File: src/rtl/rv32i_lsu_pkg.sv
// Shared definitions for the RV32I load/store unit: access sizes, FSM states
// and the byte-lane mask helper.
package rv32i_lsu_pkg;

    localparam logic [1:0] SZ_B = 2'b00;
    localparam logic [1:0] SZ_H = 2'b01;
    localparam logic [1:0] SZ_W = 2'b10;

    typedef enum logic [1:0] {
        IDLE  = 2'b00,
        SPLIT = 2'b01,
        DONE  = 2'b10
    } lsu_state_t;

    // Lanes [3:0] belong to the first word, lanes [7:4] spill into the next one.
    function automatic logic [7:0] byte_mask(input logic [1:0] size, input logic [1:0] off);
        logic [7:0] base;
        case (size)
            SZ_B:    base = 8'h01;
            SZ_H:    base = 8'h03;
            default: base = 8'h0F;
        endcase
        return base << off;
    endfunction

endpackage

File: src/rtl/rv32i_lsu_align.sv
// Lane alignment for the LSU: store mask and shifted store data for both
// words, plus extraction and sign/zero extension of load data.
module rv32i_lsu_align
    import rv32i_lsu_pkg::*;
#(
    parameter int WORD_WIDTH = 32
) (
    input  logic [1:0]            st_off,
    input  logic [1:0]            st_size,
    input  logic [WORD_WIDTH-1:0] st_wdata,
    input  logic [1:0]            ld_off,
    input  logic [1:0]            ld_size,
    input  logic                  ld_unsigned,
    input  logic [WORD_WIDTH-1:0] ld_w0,
    input  logic [WORD_WIDTH-1:0] ld_w1,
    output logic [7:0]            mask,
    output logic [WORD_WIDTH-1:0] wdata_lo,
    output logic [WORD_WIDTH-1:0] wdata_hi,
    output logic [WORD_WIDTH-1:0] ld_data
);

    logic [4:0]            st_shift;
    logic [4:0]            ld_shift;
    logic [WORD_WIDTH-1:0] ld_word;
    logic                  ext_b;
    logic                  ext_h;

    assign st_shift = {st_off, 3'b000};
    assign ld_shift = {ld_off, 3'b000};

    assign mask     = byte_mask(st_size, st_off);
    assign wdata_lo = st_wdata << st_shift;
    assign wdata_hi = WORD_WIDTH'(({{WORD_WIDTH{1'b0}}, st_wdata} << st_shift) >> WORD_WIDTH);

    assign ld_word = WORD_WIDTH'({ld_w1, ld_w0} >> ld_shift);
    assign ext_b   = ~ld_unsigned & ld_word[7];
    assign ext_h   = ~ld_unsigned & ld_word[15];

    always_comb begin
        case (ld_size)
            SZ_B:    ld_data = {{(WORD_WIDTH-8){ext_b}}, ld_word[7:0]};
            SZ_H:    ld_data = {{(WORD_WIDTH-16){ext_h}}, ld_word[15:0]};
            default: ld_data = ld_word;
        endcase
    end

endmodule

File: src/rtl/rv32i_lsu.sv
// RV32I load/store unit driving a one-cycle synchronous data TCM; accesses that
// cross a word boundary take a second TCM cycle.
module rv32i_lsu
    import rv32i_lsu_pkg::*;
#(
    parameter int WORD_WIDTH = 32,
    parameter int ADDR_WIDTH = 16,
    parameter int MASK_WIDTH = 4
) (
    input  logic                  clk,
    input  logic                  rst_n,
    input  logic                  req_valid,
    output logic                  req_ready,
    input  logic                  req_we,
    input  logic [1:0]            req_size,
    input  logic                  req_unsigned,
    input  logic [31:0]           req_addr,
    input  logic [WORD_WIDTH-1:0] req_wdata,
    output logic                  resp_valid,
    output logic [WORD_WIDTH-1:0] resp_rdata,
    output logic                  resp_err,
    output logic [MASK_WIDTH-1:0] dtcm_wen,
    output logic [ADDR_WIDTH-1:0] dtcm_addr,
    output logic [WORD_WIDTH-1:0] dtcm_wdata,
    input  logic [WORD_WIDTH-1:0] dtcm_rdata
);

    lsu_state_t state;

    logic                  l_we;
    logic                  l_unsigned;
    logic                  l_split;
    logic                  l_err;
    logic [1:0]            l_size;
    logic [1:0]            l_off;
    logic [ADDR_WIDTH-3:0] l_word;
    logic [WORD_WIDTH-1:0] l_wdata;
    logic [WORD_WIDTH-1:0] w0_q;

    logic                  in_split;
    logic                  in_done;
    logic                  accept;
    logic                  is_split;
    logic                  fault;
    logic [ADDR_WIDTH-3:0] req_word;
    logic [ADDR_WIDTH-3:0] word_one;
    logic [ADDR_WIDTH-3:0] next_word;
    logic [1:0]            st_off;
    logic [1:0]            st_size;
    logic [WORD_WIDTH-1:0] st_wdata;
    logic [WORD_WIDTH-1:0] ld_w0;
    logic [7:0]            mask;
    logic [WORD_WIDTH-1:0] wdata_lo;
    logic [WORD_WIDTH-1:0] wdata_hi;
    logic [WORD_WIDTH-1:0] ld_data;

    assign in_split  = (state == SPLIT);
    assign in_done   = (state == DONE);
    assign req_ready = ~in_split;
    assign accept    = req_valid & req_ready;
    assign req_word  = req_addr[ADDR_WIDTH-1:2];
    assign word_one  = {{(ADDR_WIDTH-3){1'b0}}, 1'b1};
    assign next_word = l_word + word_one;

    // The store side of the aligner follows the live request, except during the
    // second half of a split where it replays the latched fields.
    assign st_off   = in_split ? l_off   : req_addr[1:0];
    assign st_size  = in_split ? l_size  : req_size;
    assign st_wdata = in_split ? l_wdata : req_wdata;
    assign ld_w0    = l_split  ? w0_q    : dtcm_rdata;

    assign is_split = |mask[2*MASK_WIDTH-1:MASK_WIDTH];
    assign fault    = (req_addr[31:ADDR_WIDTH] != '0) | (is_split & (&req_word));

    rv32i_lsu_align #(
        .WORD_WIDTH (WORD_WIDTH)
    ) u_align (
        .st_off      (st_off),
        .st_size     (st_size),
        .st_wdata    (st_wdata),
        .ld_off      (l_off),
        .ld_size     (l_size),
        .ld_unsigned (l_unsigned),
        .ld_w0       (ld_w0),
        .ld_w1       (dtcm_rdata),
        .mask        (mask),
        .wdata_lo    (wdata_lo),
        .wdata_hi    (wdata_hi),
        .ld_data     (ld_data)
    );

    always_comb begin
        dtcm_wen   = '0;
        dtcm_addr  = '0;
        dtcm_wdata = '0;
        if (in_split) begin
            dtcm_addr = {next_word, 2'b00};
            if (l_we) begin
                dtcm_wen   = mask[2*MASK_WIDTH-1:MASK_WIDTH];
                dtcm_wdata = wdata_hi;
            end
        end else if (accept && !fault) begin
            dtcm_addr = {req_word, 2'b00};
            if (req_we) begin
                dtcm_wen   = mask[MASK_WIDTH-1:0];
                dtcm_wdata = wdata_lo;
            end
        end
    end

    assign resp_valid = in_done;
    assign resp_err   = in_done & l_err;
    assign resp_rdata = (in_done && !l_err && !l_we) ? ld_data : '0;

    always_ff @(posedge clk or negedge rst_n) begin
        if (!rst_n) begin
            state      <= IDLE;
            l_we       <= 1'b0;
            l_unsigned <= 1'b0;
            l_split    <= 1'b0;
            l_err      <= 1'b0;
            l_size     <= '0;
            l_off      <= '0;
            l_word     <= '0;
            l_wdata    <= '0;
            w0_q       <= '0;
        end else begin
            case (state)
                SPLIT: begin
                    w0_q  <= dtcm_rdata;
                    state <= DONE;
                end
                default: begin
                    if (accept) begin
                        l_we       <= req_we;
                        l_unsigned <= req_unsigned;
                        l_size     <= req_size;
                        l_off      <= req_addr[1:0];
                        l_word     <= req_word;
                        l_wdata    <= req_wdata;
                        l_err      <= fault;
                        l_split    <= is_split & ~fault;
                        state      <= (fault || !is_split) ? DONE : SPLIT;
                    end else begin
                        state <= IDLE;
                    end
                end
            endcase
        end
    end

endmodule

File: config.mk
export PLATFORM = sky130hd
export DESIGN_NAME = rv32i_lsu
export DESIGN_NICKNAME = d
export VERILOG_FILES = /design/src/rtl/rv32i_lsu_pkg.sv /design/src/rtl/rv32i_lsu_align.sv /design/src/rtl/rv32i_lsu.sv
export SDC_FILE = /design/constraint.sdc
export NUM_CORES = 1
export LEC_CHECK = 0
export ABC_AREA = 0
export BUFFER_PORTS_ARGS = -buffer_cell sky130_fd_sc_hd__buf_2
export CAP_MARGIN = 20
export CORE_ASPECT_RATIO = 1.5
export CORE_UTILIZATION = 54
export DETAILED_ROUTE_END_ITERATION = 10
export PLACE_DENSITY = 0.83
export SYNTH_ARGS = -nofsm -noshare
export SYNTH_HDL_FRONTEND = slang
export SYNTH_SLANG_ARGS = --single-unit
export TNS_END_PERCENT = 20
File: constraint.sdc
create_clock -name clk -period 2.7 [get_ports clk]
set_clock_uncertainty 0.15 [all_clocks]
set_input_delay 0.54 -clock clk [delete_from_list [all_inputs] [get_ports clk]]
set_output_delay 0.54 -clock clk [all_outputs]
set_load 0.005 [all_outputs]
Word level (Yosys, flattened, before mapping). Cells that the tools add are included. W data, S select, Z words.

Output and inout bits: 87. RAM bits: 0. Logic and storage cells: 63. Register bits after elaboration: 88. Memory bits (read-only): 0. Memories kept: 0. Latch bits: 0.

Add/subtract/negate cells: 1. Equality and inequality tests: 4. Multiply operators: 0. Divide/modulo/power cells: 0. Bitwise logic cells: 10. Muxes and demuxes: 20. Reduce and logical (&&, ||, !) cells: 14. Shifts and indexed selects: 4. Magnitude comparators: 0.

Operators by type and width (count): $mux W32 (7); $pmux W32 S2 (1); $shl A32 B5 Y64 (1); $shr A64 B5 Y32 (1); $mux W16 (2); $shl A32 B5 Y32 (1); $mux W4 (4); $reduce_bool A16 Y1 (1); $add A14 B1 Y14 const B (1); $reduce_and A14 Y1 (1); $mux W2 (5); $pmux W4 S2 (1); $shl A4 B2 Y8 (1); $and A1 B1 Y1 (6); $eq A2 B1 Y1 const B (3); $logic_not A1 Y1 (4); $logic_not A2 Y1 (2); $reduce_or A4 Y1 (1); $logic_and A1 B1 Y1 (3); $not A1 Y1 (3); $eq A2 B2 Y1 const B (1); $reduce_and A2 Y1 (1); $logic_or A1 B1 Y1 (1); $or A1 B1 Y1 (1).

Logic depth before layout (Yosys ltp). Gate-level depths: netlist (run 1).

Word-level depth: 12. Depth in mapped cells: 9.

By module. Synthesis (run 1) repeated with hierarchy kept, for this count alone.

Cells, all modules: 912. Area total of the unflattened synthesis: 7188.1 um2.

By module, submodules not included: rv32i_lsu (times used 1, cells an instance 670, sequential area each 2202.1 um2, area an instance 5152.4 um2); rv32i_lsu_align (times used 1, cells an instance 242, sequential area each 0.0 um2, area an instance 2035.7 um2).

Worst setup path after synthesis (run 1). OpenSTA, ideal clock, no wires.

Path type: input to output. From: input port req_addr[26]. To: output port dtcm_wen[1]. Stages: 5. Data required time: 2.010 ns. Arrival time: 1.874 ns. Setup slack: 0.136 ns. Cells stage by stage: nor4_1 > nand4_1 > a2111oi_4 > a21oi_1 > a21oi_1.

Longest elaborated chain between the ends: 6.

Ends and longest elaborated chain: start, declared (RTL line rv32i_lsu.sv:17) `input logic [31:0] req_addr,`; $reduce_bool A16 Y1 (RTL line rv32i_lsu.sv:73) `assign fault = (req_addr[31:ADDR_WIDTH] != '0) | (is_split & (&req_word));`; $or A1 B1 Y1 (RTL line rv32i_lsu.sv:73); $logic_not A1 Y1 (RTL line rv32i_lsu.sv:102) `end else if (accept && !fault) begin`; $logic_and A1 B1 Y1 (RTL line rv32i_lsu.sv:102); $mux W4 (RTL line rv32i_lsu.sv:102); $mux W4 (RTL line rv32i_lsu.sv:96) `if (in_split) begin`; end, declared (RTL line rv32i_lsu.sv:22) `output logic [MASK_WIDTH-1:0] dtcm_wen,`.

No other way between the ends.

Final worst setup path (run 1).
From: register l_split. To: output port resp_rdata[17].

Longest elaborated chain between the ends: 5.

Ends and longest elaborated chain: start, declared (RTL line rv32i_lsu.sv:32) `logic l_split;`; start signal, assigned (RTL line rv32i_lsu.sv:142) `l_split <= is_split & ~fault;`; $mux W32 * (RTL line rv32i_lsu.sv:70) `assign ld_w0 = l_split ? w0_q : dtcm_rdata;`; $shr A64 B5 Y32 * (RTL line rv32i_lsu_align.sv:35) `assign ld_word = WORD_WIDTH'({ld_w1, ld_w0} >> ld_shift);`; $and A1 B1 Y1 (on tied branches) (RTL line rv32i_lsu_align.sv:37, rv32i_lsu_align.sv:36); $pmux W32 S2 * (RTL line rv32i_lsu_align.sv:40) `case (ld_size)`; $mux W32 * (RTL line rv32i_lsu.sv:113) `assign resp_rdata = (in_done && !l_err && !l_we) ? ld_data : '0;`; end, declared (RTL line rv32i_lsu.sv:20) `output logic [WORD_WIDTH-1:0] resp_rdata,`.

Every way passes the cells marked *; elsewhere a longest branch is shown, timed or not.

==> results of run 1 <==
[power groups by stage]
stage	clock [mW]	sequential [mW]	combinational, mW
2_1_floorplan	0	1.47	0.565
3_3_place_gp	0	1.50	0.814
3_5_place_dp	0	1.50	0.837
4_1_cts	1.27	1.48	0.853
5_1_grt	1.33	1.49	0.934
6_report	1.25	1.48	0.860
[per-stage QoR]
stage,instances,worst slack [ns]
final,1105,-0.3514
after global placement,1087,-0.1187
after detailed placement,1087,-0.1349
after CTS,1104,-0.3618
after floorplan,738,0.1362
after global routing,1105,-0.4393
[kinds of logic (layout without fill, tap and decap cells)]
group	count (synthesis)	count (layout)	share of synthesized area
AND/OR/NAND/NOR	238	238	0.1510
multiplexers	194	194	0.3536
AO/OA/AOI/OAI	122	122	0.1116
flip-flops	88	88	0.3123
buffers and inverters	81	292	0.05429
XOR/XNOR	12	12	0.01490
adder cells (fa/ha/maj)	1	1	0.001774
other	1	2	0.0005318
[cells in the mapped netlist (all sizes together), types with 2 or more instances]
master,n
buf,42
a21o,2
inv,21
o21ai,35
clkbuf,18
o2bb2ai,2
dfrtp,88
nand4,6
a22o,12
mux2,103
a32o,7
nand2,148
a2bb2oi,8
nor4,7
and3,2
mux4,32
a21oi,45
and2,3
a211oi,7
nor2,28
nor2b,16
nor3,9
nand3,11
xnor2,7
xor2,5
or2,3
mux2i,59
nor3b,2
[flip-flops by register name (all words and copies together), names as in the netlist]
name        flops
l_unsigned      1
state           2
l_word         14
l_off           2
l_size          2
l_err           1
l_wdata        32
l_we            1
l_split         1
w0_q           32
[what timing repair did]
item | CTS | global route
resized for setup | 27 | 17
endpoints found under the hold margin | 26 | 0
buffers inserted | 1 | 1
endpoints found under the setup margin | 82 | 82
pin swaps | 8 | 3
hold buffers | 1 | 0
[worst paths after layout]
check                                       to  slack (ns)  cells past startpoint
worst min register to register        w0_q[16]        0.32                      2
worst max-delay path            resp_rdata[17]       -0.35                      8
worst min-delay path                  w0_q[31]        0.26                      3
worst max register to register     l_wdata[22]        0.34                      7
min in group asynchronous             w0_q[29]        0.52                      2
max in group asynchronous          l_wdata[13]        1.31                      3
[per-layer routing]
| metal | GRT usage | vias to the layer above | wire [um] | share of wire |
|---|---|---|---|---|
| met4 | 0.1140 | 0 | 483 | 0.024 |
| met2 | 0.5429 | 306 | 10480 | 0.53 |
| li1 | - | 3065 | - | - |
| met5 | 0 | - | 0 | 0 |
| met3 | 0.04380 | 45 | 1304 | 0.066 |
| met1 | 0.3321 | 3233 | 7577 | 0.38 |
[critical path: cells and delay by family (launching register included)]
family                 cells  cell delay [ns]
AO/OA/AOI/OAI              3             0.40
flip-flops                 1             0.41
multiplexers               2             0.79
buffers and inverters      3             0.43
[area by class of cell]
class	count	area, um^2	area share
clock buffer	12	246.5	0.02767
multi-input combinational	569	4556	0.5114
clock inverter	3	42.54	0.004775
sequential	88	2207	0.2478
inverter	21	81.33	0.009129
timing repair buffer	256	1580	0.1774
tap	156	195.2	0.02191
==> qor.yml, run 1 <==
proportion_of_power_drawn_by_the_clock_network: 0.348
post_synth_num_cell_types: 50
ys_warn_count: 0
most-common-layout-cells: "sky130_fd_sc_hd__buf_2 (186), sky130_fd_sc_hd__nand2_1 (145), sky130_fd_sc_hd__mux2_2 (98)"
layout.cells.most_common: "sky130_fd_sc_hd__buf_2"
cts-root-buf: "sky130_fd_sc_hd__clkbuf_16"
synthesis.area_mm2: 0.007052
cts_made_buffers: 9
worst_min_delay_path_startpoint: "dtcm_rdata[31]"
synth_sequential_area_ratio: 0.3123
die_span_in_y_um: 142.0
synth-edff-count: 0
wirelength_mm: 19.84
fin_crit_ns: 3.051
final_layout_size_suffix_gt1_frac: 0.4531
last_weighted_congestion_value_of_the_routability_driven_placer: 0.9043
critical-path-max-stage-delay_ns: 0.48
ys_top_cells_by_area: "sky130_fd_sc_hd__dfrtp_1 (31%), sky130_fd_sc_hd__mux2_2 (16%), sky130_fd_sc_hd__mux4_2 (10%)"
final_net_count: 1049
timing.max_slew.rel_slack: 0.5160
fillers: 969
tightestPinTransition_ns: 0.7260
clk-insertion-delay-late_ns: 0.34
critPathLaunchType: "flop"
dieWidth_um: 95.31
detail_route.vias_per_cell: 6.017
switchingPower_mw: 0.9996
grt_first_pass_wirelength_mm: 31.20
route.detailed.wl_per_inst_um: 17.96
finalPower_mw: 3.592
holdCritPathClass: "in -> reg"
first_iter_violations: 281
layout_setup_ws_ns: -0.3514
layout.cell_area.non_filler_mm2: 0.008909
dr.pass1.iters: 6
crit_path_end_kind: "primary output"
start_util: 0.5580
leakagePower_nw: 4.273
synth.top_cell.area_share: 0.3123
synth_async_sr_flop_share: 1.000
antenna_cells: 0
std_cell_rows: 50
finish.utilization: 0.7050
grt_overflow_total: 0
finalCritPeriodShare: 1.130
sw_frac_of_total: 0.2783
cts.path.max_buffers: 2
power.share.sequential: 0.412
worst_setup_hold_path_clk_slew_ns: 0.07
syn_to_final_growth_pct: 26.33
post-route-drc-count: 0
outcome: "finished with violations"
hold_slack_ns: 0.2605
port_buffers: 187
grt_antenna_before_repair: 0
top_level_ports: 190
slowest_stage: "sky130_fd_sc_hd__mux4_2"
cts_tree: "built"
synth-main-ff-cell: "sky130_fd_sc_hd__dfrtp_1"
fp.dieArea_mm2: 0.01353
max-vdd-ir-drop_mv: 0.2935
antenna_left: 0
p_int_mw: 2.592
netlist_instances: 737
totalNegativeSetupSlack_ns: -16.22
timing.rr.start: "state[1]"
hold_violations: 0
core_region_area_mm2: 0.01264
timing.critical_path.required_ns: 2.01
gr-usage-all-layers: 0.2944
number_of_setup_violations_in_the_final_report: 81
rsz0062_at_grt: "yes"
clock-sinks: 88
ys_seq_elements: 88
h_tree_depth: 3
netlist.top_cell.by_area: "sky130_fd_sc_hd__dfrtp_1"
maxSlewViolCount: 0
crit_start: "l_split"
grt_max_degree: 55
crit_type: "reg -> out"
routed_via_count: 6649
max_clock_freq_mhz: 327.7
detailed_place_hpwl_mm: 14.76
failing_checks: "negative setup slack"
comb_power_share: 0.239
critPathMostFrequentCell: "sky130_fd_sc_hd__buf_12"
max-cap-violations: 0
crit_path_max_fanout: 16
vias_in_the_first_global_route: 6593
worst_ep_arrival_time_ns: 2.36
place_area_mm2: 0.008476
path_cells: "buf_12 -> mux2_4 -> mux4_2 -> a31oi_1 -> a21o_2 -> buf_12 -> a21oi_1 -> buf_2"
post_synth.cell_area_avg_um2: 9.568
pwr_density_cell_mw_per_mm2: 403.2
No activity file was read; power rests on OpenSTA's default activity.
==> inputs of run 2 (changes only) <==
clock period = 3.4 ns   (was 2.7 ns; I/O delays follow)
==> qor.yml, run 2 (synthesis gave the netlist of run 1 again) <==
grt_overflow_total: 0
routed_via_count: 6458
std_cell_rows: 50
crit_path_max_fanout: 28
clock-sinks: 88
crit_path_end_kind: "primary output"
worst_ep_arrival_time_ns: 2.47
layout_setup_ws_ns: 0.1034
sw_frac_of_total: 0.2905
total_setup_buffers_inserted_after_cts: 0
comb_power_share: 0.232
core_region_area_mm2: 0.01264
cts_tree: "built"
holdCritPathClass: "in -> async"
syn_to_final_growth_pct: 19.71
detailed_place_hpwl_mm: 14.21
proportion_of_power_drawn_by_the_clock_network: 0.331
maxSlewViolCount: 0
gr-usage-all-layers: 0.2870
port_buffers: 187
cts-root-buf: "sky130_fd_sc_hd__clkbuf_16"
dp_slack_ns: 0.2538
top_level_ports: 190
post-route-drc-count: 0
last_weighted_congestion_value_of_the_routability_driven_placer: 0.9088
pwr_density_cell_mw_per_mm2: 322.0
grt_max_degree: 55
layout.cells.most_common: "sky130_fd_sc_hd__buf_2"
antenna_cells: 0
p_int_mw: 1.929
cts_hold_buffers: 0
max_clock_freq_mhz: 303.3
route.detailed.wl_per_inst_um: 18.04
clk-insertion-delay-late_ns: 0.34
totalNegativeSetupSlack_ns: 0
finalCritPeriodShare: 0.9696
worst_setup_hold_path_clk_slew_ns: 0.07
timing.max_slew.rel_slack: 0.5231
switchingPower_mw: 0.7898
rsz0062_at_grt: "no"
most-common-layout-cells: "sky130_fd_sc_hd__buf_2 (186), sky130_fd_sc_hd__nand2_1 (145), sky130_fd_sc_hd__mux2_2 (99)"
first_iter_violations: 288
start_util: 0.5580
fillers: 1043
cts_made_buffers: 9
die_span_in_y_um: 142.0
antenna_left: 0
timing.critical_path.required_ns: 2.57
grt_antenna_before_repair: 0
max-cap-violations: 0
critPathLaunchType: "flop"
fin_crit_ns: 3.297
hold_violations: 0
outcome: "complete, no violations"
power.share.sequential: 0.437
crit_type: "reg -> out"
detail_route.vias_per_cell: 6.058
number_of_setup_violations_in_the_final_report: 0
dr.pass1.iters: 5
final_net_count: 1010
fp.dieArea_mm2: 0.01353
wirelength_mm: 19.24
leakagePower_nw: 4.035
vias_in_the_first_global_route: 6366
hold_slack_ns: 0.2232
max-vdd-ir-drop_mv: 0.2398
dieWidth_um: 95.31
grt_first_pass_wirelength_mm: 30.43
biggestRegsByFlops: "l_wdata x32, w0_q x32, l_word x14"
cts.path.max_buffers: 2
tightestPinTransition_ns: 0.7154
h_tree_depth: 3
final_layout_size_suffix_gt1_frac: 0.4231
-- run 2: cell count changes in the layout (fill, tap and decap cells not counted), sizes merged --
cell	delta
buf	-39
clkbuf	-3
clkinv	+2
clkinvlp	+2
bufinv	-1
dlygate4sd3	-1
mux2	+1
-- run 2: power by group through the flow --
stage	registers [mW]	logic (mW)	clock network (mW)
after global routing	1.20	0.686	0.955
final	1.19	0.631	0.899
after floorplan	1.17	0.449	0
after global placement	1.20	0.608	0
after detailed placement	1.21	0.625	0
after CTS	1.19	0.628	0.919
-- run 2: final timing paths --
kind / slack, ns / cells after the start / startpoint / end
worst max-delay path: 0.10 / 8 / state[1] / dtcm_wdata[7]
worst max register to register: 1.10 / 6 / state[1] / l_wdata[13]
min in group clk: 0.32 / 2 / w0_q[27] / w0_q[27]
worst min register to register: 0.32 / 2 / w0_q[27] / w0_q[27]
worst min-delay path: 0.22 / 1 / rst_n / w0_q[29]
max in group asynchronous: 2.22 / 2 / rst_n / l_wdata[30]
-- run 2: worst max-delay path, cell delays in order (launching register included) --
cell                       delay [ns]
sky130_fd_sc_hd__dfrtp_1         0.41
sky130_fd_sc_hd__nor2b_4         0.16
sky130_fd_sc_hd__buf_6           0.26
sky130_fd_sc_hd__mux2_4          0.36
sky130_fd_sc_hd__o221ai_2        0.19
sky130_fd_sc_hd__nand2_1         0.13
sky130_fd_sc_hd__buf_12          0.18
sky130_fd_sc_hd__o21ai_0         0.27
sky130_fd_sc_hd__buf_2           0.17
-- run 2: timing repair --
| item | 4_1_cts | 5_1_grt |
|---|---|---|
| gates cloned | 0 | 1 |
| pin swaps | 0 | 0 |
| endpoints found under the setup margin | 2 | 41 |
| resized for setup | 1 | 6 |
-- run 2: stage by stage --
step | power [mW] | util | instance area [um^2] | std cells
3_5_place_dp | 1.832 | 0.6448 | 8148 | 1050
4_1_cts | 2.735 | 0.6656 | 8412 | 1065
2_1_floorplan | 1.617 | - | 7056 | 738
3_3_place_gp | 1.811 | 0.6448 | 8148 | 1050
5_1_grt | 2.837 | 0.6680 | 8442 | 1066
6_report | 2.718 | 0.6680 | 8442 | 1066
-- run 2: per-layer routing --
| layer | wire [um] | GRT usage | share of wire | vias up |
|---|---|---|---|---|
| met5 | 0 | 0 | 0 | - |
| met3 | 1404 | 0.04274 | 0.073 | 35 |
| met1 | 7408 | 0.3452 | 0.39 | 3101 |
| met4 | 402 | 0.1005 | 0.021 | 0 |
| li1 | - | - | - | 2988 |
| met2 | 10020 | 0.5113 | 0.52 | 334 |
-- run 2: final cells by class --
type	instances	area [um^2]	area share
clock inverters	6	37.54	0.004446
well taps	156	195.2	0.02312
inverters	21	81.33	0.009634
repair buffers	216	1197	0.1418
flip-flops and latches	88	2207	0.2614
clock buffers	9	225.2	0.02668
multi-input cells	570	4498	0.5328
==> inputs of run 3 (changes only) <==
GPL_TIMING_DRIVEN = 0   (was default)
PLACE_DENSITY = default   (was 0.83)
PLACE_DENSITY_LB_ADDON = 0.25   (was default)
REMOVE_ABC_BUFFERS = 1   (was default)
==> qor.yml, run 3 (synthesis gave the netlist of run 1 again) <==
h_tree_depth: 3
die_span_in_y_um: 142.0
hold_violations: 0
crit_type: "reg -> out"
finalCritPeriodShare: 0.9865
last_weighted_congestion_value_of_the_routability_driven_placer: 0.8743
maxSlewViolCount: 0
layout.cells.most_common: "sky130_fd_sc_hd__buf_2"
std_cell_rows: 50
clock-sinks: 88
vias_in_the_first_global_route: 6712
post-route-drc-count: 0
cts-root-buf: "sky130_fd_sc_hd__clkbuf_16"
fp.dieArea_mm2: 0.01353
antenna_left: 0
route.detailed.wl_per_inst_um: 19.51
grt_max_degree: 60
timing.critical_path.required_ns: 2.57
finalNonFillerCells: 1086
core_region_area_mm2: 0.01264
gr-usage-all-layers: 0.3181
holdCritPathClass: "in -> async"
crit_path_max_fanout: 7
max-vdd-ir-drop_mv: 0.3088
dp_cells: 1029
syn_to_final_growth_pct: 28.02
final_layout_size_suffix_gt1_frac: 0.4461
first_iter_violations: 323
routed_via_count: 6625
ff2ff_setup_slack_ns: 1.04
worst_ep_arrival_time_ns: 2.52
tightestPinTransition_ns: 0.5835
leakagePower_nw: 4.283
fin_crit_ns: 3.354
detail_route.vias_per_cell: 6.100
grt_first_pass_wirelength_mm: 33.13
timing.max_slew.rel_slack: 0.6110
biggestRegsByFlops: "l_wdata x32, w0_q x32, l_word x14"
final_net_count: 1027
rsz0062_at_grt: "yes"
max_clock_freq_mhz: 298.2
cts_made_buffers: 9
finalPower_mw: 2.961
cts.path.max_buffers: 2
max-cap-violations: 0
wirelength_mm: 21.19
top_level_ports: 190
start_util: 0.5580
detailed_place_hpwl_mm: 13.68
cts_hold_buffers: 0
hold_slack_ns: 0.1232
grt_antenna_before_repair: 2
finish.utilization: 0.7144
clk-insertion-delay-late_ns: 0.33
critPathLaunchType: "flop"
outcome: "complete, no violations"
cts_tree: "built"
pwr_density_cell_mw_per_mm2: 328.0
dieWidth_um: 95.31
grt_overflow_total: 0
number_of_setup_violations_in_the_final_report: 0
port_buffers: 187
worst_setup_hold_path_clk_slew_ns: 0.07
dr.pass1.iters: 5
crit_path_end_kind: "primary output"
most-common-layout-cells: "sky130_fd_sc_hd__buf_2 (185), sky130_fd_sc_hd__nand2_1 (144), sky130_fd_sc_hd__mux2_2 (99)"
==> run 3: cell types whose count changed in the layout (fill, tap and decap cells not counted), sizes merged <==
cell      previous run  this run
diode                0         2
clkinv               3         1
clkbuf               9        13
bufinv               0         2
bufbuf               0         4
clkinvlp             3         1
buf                216       227
inv                 21        22
==> run 3: metal layers <==
metal,vias up,GRT usage,share of wire
met2,324,0.5474,0.51
met1,3218,0.3655,0.38
met3,60,0.06357,0.074
li1,3023,-,-
met5,-,0,0
met4,0,0.1675,0.039
==> run 3: report_power, final <==
group / switching [mW] / internal, mW / leakage, nW
registers: 0.0730 / 1.11 / 0.932
clock network: 0.425 / 0.686 / 0.159
logic: 0.320 / 0.346 / 3.19
==> run 3: area by class of cell <==
class	instances	area (um^2)
antenna	2	5.005
multi-input combinational	570	4612
fill	952	3610
inverter	21	95.09
tap	156	195.2
timing repair buffer	232	1567
clock inverter	4	76.32
timing repair inverter	1	8.758
sequential	88	2212
clock buffer	12	256.5
==> run 3: timing repair <==
item | CTS | global route
endpoints found under the hold margin | 0 | 0
gates cloned | 7 | 0
setup endpoints to repair | 71 | 61
resized for setup | 28 | 12
buffers inserted | 30 | 5
pin swaps | 11 | 7
==> run 3: path summary, 6_finish.rpt <==
kind / to / from / cells after the start
max in group asynchronous: l_split / rst_n / 2
min: w0_q[29] / rst_n / 1
min reg2reg: w0_q[2] / w0_q[2] / 2
min in group clk: w0_q[2] / w0_q[2] / 2
max reg2reg: l_err / state[1] / 11
max: dtcm_addr[10] / state[1] / 11
==> run 3: worst max-delay path, cell delays in order (launching register included) <==
cell and delay (ns):
sky130_fd_sc_hd__dfrtp_1 0.41, sky130_fd_sc_hd__nor2b_4 0.15, sky130_fd_sc_hd__clkbuf_16 0.17, sky130_fd_sc_hd__inv_16 0.03
sky130_fd_sc_hd__buf_16 0.13, sky130_fd_sc_hd__mux2_4 0.33, sky130_fd_sc_hd__o221ai_4 0.21, sky130_fd_sc_hd__nor3b_4 0.26
sky130_fd_sc_hd__buf_6 0.15, sky130_fd_sc_hd__buf_16 0.11, sky130_fd_sc_hd__a22o_1 0.12, sky130_fd_sc_hd__buf_2 0.10
==> run 3: per-stage QoR <==
stage	setup WS, ns	cell area [um^2]	setup TNS, ns
2_1_floorplan	-1.292	6751	-94.25
3_3_place_gp	-3.255	7883	-302.51
3_5_place_dp	-1.256	8093	-44.65
4_1_cts	-0.08912	8986	-0.9598
5_1_grt	-0.05456	9025	-0.3033
6_report	0.04602	9027	0
